[config.mk]
export PLATFORM = sky130hd
export DESIGN_NAME = serial_word_loader_flat
export DESIGN_NICKNAME = d
export VERILOG_FILES = /design/src/rtl/serial_word_loader_if.sv /design/src/rtl/serial_word_loader.sv /design/src/flat_wrapper.sv
export SDC_FILE = /design/constraint.sdc
export NUM_CORES = 1
export LEC_CHECK = 0
export BUFFER_PORTS_ARGS = -buffer_cell sky130_fd_sc_hd__buf_4
export CAP_MARGIN = 10
export CORE_ASPECT_RATIO = 0.7
export CORE_MARGIN = 5
export CORE_UTILIZATION = 52
export DETAILED_ROUTE_END_ITERATION = 7
export PLACE_DENSITY = 0.74
export SLEW_MARGIN = 40
export SYNTH_ARGS = -nofsm -noshare
export SYNTH_HDL_FRONTEND = slang
export SYNTH_SLANG_ARGS = --single-unit
[constraint.sdc]
create_clock -name clk -period 2.3 [get_ports clk]
set_input_delay 0.115 -clock clk [delete_from_list [all_inputs] [get_ports clk]]
set_output_delay 0.115 -clock clk [all_outputs]
set_load 0.02 [all_outputs]
[src/rtl/serial_word_loader_if.sv]
// Serial bit-stream handshake between a bit source and serial_word_loader.
// The master drives valid/data/start; the loader answers with ready.
interface serial_word_loader_if;
  logic sin_valid;
  logic sin_data;
  logic sin_start;
  logic sin_ready;

  modport master (
    output sin_valid,
    output sin_data,
    output sin_start,
    input  sin_ready
  );

  modport slave (
    input  sin_valid,
    input  sin_data,
    input  sin_start,
    output sin_ready
  );
endinterface

[src/rtl/serial_word_loader.sv]
// Serial-to-parallel word loader: LSB-first framed bits, optional even parity,
// registered word/strobe outputs that stay stable for a whole clock period.
module serial_word_loader #(
  parameter int unsigned WIDTH     = 32,
  parameter bit          PARITY_EN = 1'b1
) (
  input  logic                 clk,
  input  logic                 rst_n,
  serial_word_loader_if.slave  sin,
  output logic [WIDTH-1:0]     word_out,
  output logic                 load_en,
  output logic                 parity_err,
  output logic                 resync,
  output logic                 busy,
  output logic [7:0]           word_count
);

  localparam int unsigned CntW = (WIDTH > 1) ? $clog2(WIDTH) : 1;
  localparam logic [CntW-1:0] LastIdx = CntW'(WIDTH - 1);

  typedef enum logic [1:0] {StIdle, StShift, StParity, StLoad} state_e;

  state_e            state_q, state_d;
  logic [CntW-1:0]   cnt_q, cnt_d;
  logic [WIDTH-1:0]  shreg_q, shreg_d;
  logic [WIDTH-1:0]  word_q, word_d;
  logic              load_en_q, load_en_d;
  logic              perr_q, perr_d;
  logic              resync_q, resync_d;
  logic              busy_q, busy_d;
  logic              ready_q, ready_d;
  logic [7:0]        count_q, count_d;
  logic              accept;

  assign accept = sin.sin_valid && ready_q;

  always_comb begin
    state_d   = state_q;
    cnt_d     = cnt_q;
    shreg_d   = shreg_q;
    word_d    = word_q;
    load_en_d = 1'b0;
    perr_d    = 1'b0;
    resync_d  = 1'b0;
    count_d   = count_q;

    unique case (state_q)
      StIdle: begin
        // Bits without a start marker are dropped while idle.
        if (accept && sin.sin_start) begin
          shreg_d    = '0;
          shreg_d[0] = sin.sin_data;
          cnt_d      = CntW'(1);
          state_d    = StShift;
        end
      end
      StShift: begin
        if (accept) begin
          if (sin.sin_start) begin
            resync_d   = 1'b1;
            shreg_d    = '0;
            shreg_d[0] = sin.sin_data;
            cnt_d      = CntW'(1);
          end else begin
            shreg_d[cnt_q] = sin.sin_data;
            cnt_d          = cnt_q + CntW'(1);
            if (cnt_q == LastIdx) begin
              cnt_d = '0;
              if (PARITY_EN) begin
                state_d = StParity;
              end else begin
                state_d   = StLoad;
                word_d    = shreg_d;
                load_en_d = 1'b1;
              end
            end
          end
        end
      end
      StParity: begin
        if (accept) begin
          // A start marker wins over the parity check.
          if (sin.sin_start) begin
            resync_d   = 1'b1;
            shreg_d    = '0;
            shreg_d[0] = sin.sin_data;
            cnt_d      = CntW'(1);
            state_d    = StShift;
          end else if (sin.sin_data == (^shreg_q)) begin
            state_d   = StLoad;
            word_d    = shreg_q;
            load_en_d = 1'b1;
          end else begin
            perr_d  = 1'b1;
            state_d = StIdle;
          end
        end
      end
      StLoad: begin
        state_d = StIdle;
        count_d = count_q + 8'd1;
      end
      default: begin
        state_d = StIdle;
        cnt_d   = '0;
      end
    endcase

    ready_d = (state_d != StLoad);
    busy_d  = (state_d != StIdle);
  end

  always_ff @(posedge clk or negedge rst_n) begin
    if (!rst_n) begin
      state_q   <= StIdle;
      cnt_q     <= '0;
      shreg_q   <= '0;
      word_q    <= '0;
      load_en_q <= 1'b0;
      perr_q    <= 1'b0;
      resync_q  <= 1'b0;
      busy_q    <= 1'b0;
      ready_q   <= 1'b1;
      count_q   <= '0;
    end else begin
      state_q   <= state_d;
      cnt_q     <= cnt_d;
      shreg_q   <= shreg_d;
      word_q    <= word_d;
      load_en_q <= load_en_d;
      perr_q    <= perr_d;
      resync_q  <= resync_d;
      busy_q    <= busy_d;
      ready_q   <= ready_d;
      count_q   <= count_d;
    end
  end

  assign sin.sin_ready = ready_q;
  assign word_out      = word_q;
  assign load_en       = load_en_q;
  assign parity_err    = perr_q;
  assign resync        = resync_q;
  assign busy          = busy_q;
  assign word_count    = count_q;

endmodule

[src/flat_wrapper.sv]
// flat-port wrapper written by rule: the top's interface ports become plain ports
module serial_word_loader_flat 
#(
  parameter int unsigned WIDTH     = 32,
  parameter bit          PARITY_EN = 1'b1
)
  (clk, rst_n, word_out, load_en, parity_err, resync, busy, word_count, sin_sin_valid, sin_sin_data, sin_sin_start, sin_sin_ready);
  serial_word_loader_if sin_i ();
  input  logic clk;
  input  logic rst_n;
  output logic [WIDTH-1:0] word_out;
  output logic load_en;
  output logic parity_err;
  output logic resync;
  output logic busy;
  output logic [7:0] word_count;
  input wire logic [$bits(sin_i.sin_valid)-1:0] sin_sin_valid;
  input wire logic [$bits(sin_i.sin_data)-1:0] sin_sin_data;
  input wire logic [$bits(sin_i.sin_start)-1:0] sin_sin_start;
  output wire logic [$bits(sin_i.sin_ready)-1:0] sin_sin_ready;
  assign sin_i.sin_valid = sin_sin_valid;
  assign sin_i.sin_data = sin_sin_data;
  assign sin_i.sin_start = sin_sin_start;
  assign sin_sin_ready = sin_i.sin_ready;
  serial_word_loader #(.WIDTH(WIDTH), .PARITY_EN(PARITY_EN)) u_core (.clk(clk), .rst_n(rst_n), .sin(sin_i), .word_out(word_out), .load_en(load_en), .parity_err(parity_err), .resync(resync), .busy(busy), .word_count(word_count));
endmodule
==> summary.md <==
| Metric | Value |
|---|---|
| Headroom to the max-slew limit | `62.01%` |
| Hold Path Cell Cnt | `3` |
| Core Region | `7736 um^2` |
| Critical path's slowest cell | `xnor3_2` |
| Failing checks | `negative setup slack` |
| CTS root buf | `clkbuf_8` |
| Setup violators final | `32` |
| Critical path class | `reg -> reg` |
| Maximum clock insertion buffer count | `2` |
| Top_reg_cell synth | `dfrtp_1` |
| Skew-Pair Late Insertion Delay | `0.37 ns` |
| CP arrival | `2.68 ns` |
| Met1 usage | `30.15%` |
| Max Fclk | `413.2 MHz` |
| Most common cell on crit path | `xnor2_1` |
| CTS Buf Count | `9` |
| Final WL | `10030 um` |
| Family with the most delay on the worst path | `XOR/XNOR gates` |
| Async set or reset register ratio after synthesis | `100.0%` |
| Worst-Margin Slew | `0.5699 ns` |
| Switching portion of total power | `32.55%` |
| Gr ovfl total | `0` |
| RSZ-0062 raised after global routing | `true` |
| Wire length per cell | `17.92 um` |
| Fin worst setup slack | `-0.1202 ns` |
| Register clock-pin slew on the reported worst setup and hold paths | `0.09 ns` |
| Drt drc | `0` |
| Die H | `84.06 um` |
| CP endpoint kind | `flip-flop` |
| First-pass GRT wire length | `16150 um` |
| Die area | `9733 um^2` |
| H-tree depth | `3` |
| Syn nets | `392` |
| Dpl ws | `-0.09983 ns` |
| Max-cap violations | `0` |
| Number of port buffers | `49` |
| Fin nets | `471` |
| Post-synth EDFFs | `0` |
| Hold crit path type | `in -> reg` |
| Gate Count Post-Synth | `375` |
| Vias in the first global route | `3150` |
| Minimum clock period | `2.420 ns` |
| FILL cells | `594` |
| Hold worst-path end | `u_core.shreg_q[0]` |
| Buffers & Inverters on Critical Path | `2` |
| R2R Path End | `u_core.word_out[11]` |
| Start point of the worst min-delay path | `sin_sin_data` |
| Post-synth cell types | `42` |
| Vias | `3189` |
| Pleak | `2.630 nW` |
| Combinational power share | `26.2%` |
| Synth Cell Area | `4074 um^2` |
| Final hold vios | `0` |
| I/O Pins | `50` |
| First DRT Iteration DRCs | `295` |
| Crit-path cells | `xnor2_2 > xnor2_1 > xnor2_1 > xnor3_2 > mux2i_4 > buf_6 > clkbuf_16 > mux2_2` |
| Clk pwr share | `33.5%` |
| Reg area | `2106 um^2` |
| P_int | `0.002677 W` |
| Worst clock skew | `0.01038 ns` |
| Initial core utilization | `52.66%` |
| Largest net degree at the start of global routing | `46` |
| Met3 track demand over resource | `4.638%` |
| Most frequent cells in the layout | `buf_4, dfrtp_1, o21ai_0, a21oi_1, xnor2_1` |
| Die width | `115.8 um` |
| Worst stage delay on the critical path | `0.50 ns` |
| CTS tree | `yes` |
| Area of the multi-input gates | `1981 um^2` |
| DRT Pass-1 Iters | `5` |
| Area after DPL | `4713 um^2` |
| Row cnt | `27` |
| Yosys warnings | `0` |
| Worst Path Required | `2.56 ns` |
| Flop2flop setup slack | `-0.12 ns` |
| Final instance area | `5235 um^2` |
| Hold WS | `0.07317 ns` |
| Register area share after synthesis | `51.63%` |
| Slew Limit Fails | `0` |
| N_diodes | `0` |
| Worst reg2reg path depth | `8` |
| Power per cell area | `758.2 nW/um^2` |
| GR peak layer | `met2` |
| Dpl hpwl | `6488 um` |
| ANT nets after route | `0` |
| Initial antenna violation count | `0` |
| Sink Count | `84` |
| Max FO, Critical Path | `5` |
| Reg power frac | `40.3%` |
| CP Launch Type | `flip-flop` |
| Tcrit/Tclk final | `105.2%` |
| Met2 usage | `33.00%` |
| Total Routing Usage GR | `21.32%` |
| Average size of a mapped cell | `10.86 um^2` |
| Vias/cell | `5.695` |
| RePlAce Congestion | `0.8606` |
| Sw power | `0.001292 W` |
| Status | `finished with violations` |
| Flops & latches, synth | `84` |
| Layout overhead on the synthesized area | `28.50%` |
| Worst R2R Start | `u_core.shreg_q[12]` |
| Worst IR Drop VDD | `0.0004777 V` |
| Share of cells above drive strength 1 | `34.20%` |
state kept, by name, indices dropped and copies added (netlist names), 2 cells and up:
name and flops:
u_core.cnt_q 5, u_core.shreg_q 32, u_core.state_q 2, u_core.word_count 8, u_core.word_out 32
how the worst max path moves through the flow:
stage	from	to	slack, ns	cells past startpoint
floorplan	u_core.shreg_q[16]	u_core.word_out[0]	0.07	7
global placement	u_core.shreg_q[29]	u_core.word_out[22]	-0.06	7
detailed placement	u_core.shreg_q[29]	u_core.word_out[1]	-0.1	7
CTS	u_core.shreg_q[11]	u_core.word_out[27]	-0.05	8
global route	u_core.shreg_q[12]	u_core.word_out[20]	-0.17	8
finish	u_core.shreg_q[12]	u_core.word_out[11]	-0.12	8
through the flow:
step	util [%]	cells	total power [W]	setup TNS, ns
after global placement	60.93	534	0.002582	-1.143
after CTS	66.55	558	0.003946	-0.7897
after floorplan	-	375	0.002262	0
final	67.67	560	0.003969	-2.318
after detailed placement	60.93	534	0.002610	-2.130
after global routing	67.67	560	0.004153	-4.268
layout make-up:
cell class | count | area share [%]
well taps | 101 | 2.414
clock inverters | 7 | 2.438
repair buffers | 88 | 14.01
inverters | 10 | 0.7170
clock buffers | 9 | 2.366
flip-flops and latches | 84 | 40.22
multi-input cells | 261 | 37.83
worst register-to-register path, delay by kind of cell, from the launching register on:
| kind | cells | cell delay [ns] |
|---|---|---|
| DFF | 1 | 0.42 |
| xor gates and xnor gates | 4 | 1.02 |
| muxes | 2 | 0.53 |
| buffers and inverters | 2 | 0.33 |
synth_stat cells (4+ instances only):
| library cell | number | area [um^2] |
|---|---|---|
| mux2_2 | 31 | 349.1 |
| nor2_1 | 12 | 45.04 |
| clkbuf_1 | 15 | 56.30 |
| o21ai_0 | 67 | 335.3 |
| nand4_1 | 4 | 25.02 |
| nand3_1 | 4 | 20.02 |
| a21oi_1 | 36 | 180.2 |
| ha_1 | 12 | 150.1 |
| inv_1 | 10 | 37.54 |
| dfrtp_1 | 83 | 2077 |
| nand2_1 | 17 | 63.81 |
| o31ai_1 | 4 | 30.03 |
| xnor2_1 | 31 | 271.5 |
| nor3_1 | 7 | 35.03 |
| xor2_1 | 5 | 43.79 |
timing repair:
item	in CTS	in global routing
cloned	1	1
setup endpoints to repair	32	44
pin swaps	5	6
gates resized for setup	23	20
buffers inserted	6	2
hold buffers	1	0
hold endpoints to repair	44	0
per-layer routing:
metal | up-vias | share of wire (%)
li1 | 1480 | -
met1 | 1585 | 45
met2 | 112 | 47
met3 | 12 | 6.3
met4 | 0 | 1.2
met5 | - | 0
power groups by stage:
stage               registers [W]  logic, W  clock network [W]
CTS                       0.00160   0.00100            0.00135
global placement          0.00162  0.000965                  0
floorplan                 0.00162  0.000640                  0
detailed placement        0.00162  0.000990                  0
finish                    0.00160   0.00104            0.00133
global route              0.00161   0.00114            0.00141
cells by family after synthesis:
group,Yosys count,synth area share (%)
adders and majority gates,12,3.685
muxes,34,9.674
and+or+nand+nor,62,7.801
DFF,84,51.63
buffers and inverters,30,3.317
AOI/OAI and AO/OA,115,15.02
xor gates and xnor gates,38,8.876
(Power assumes the default switching activity.)
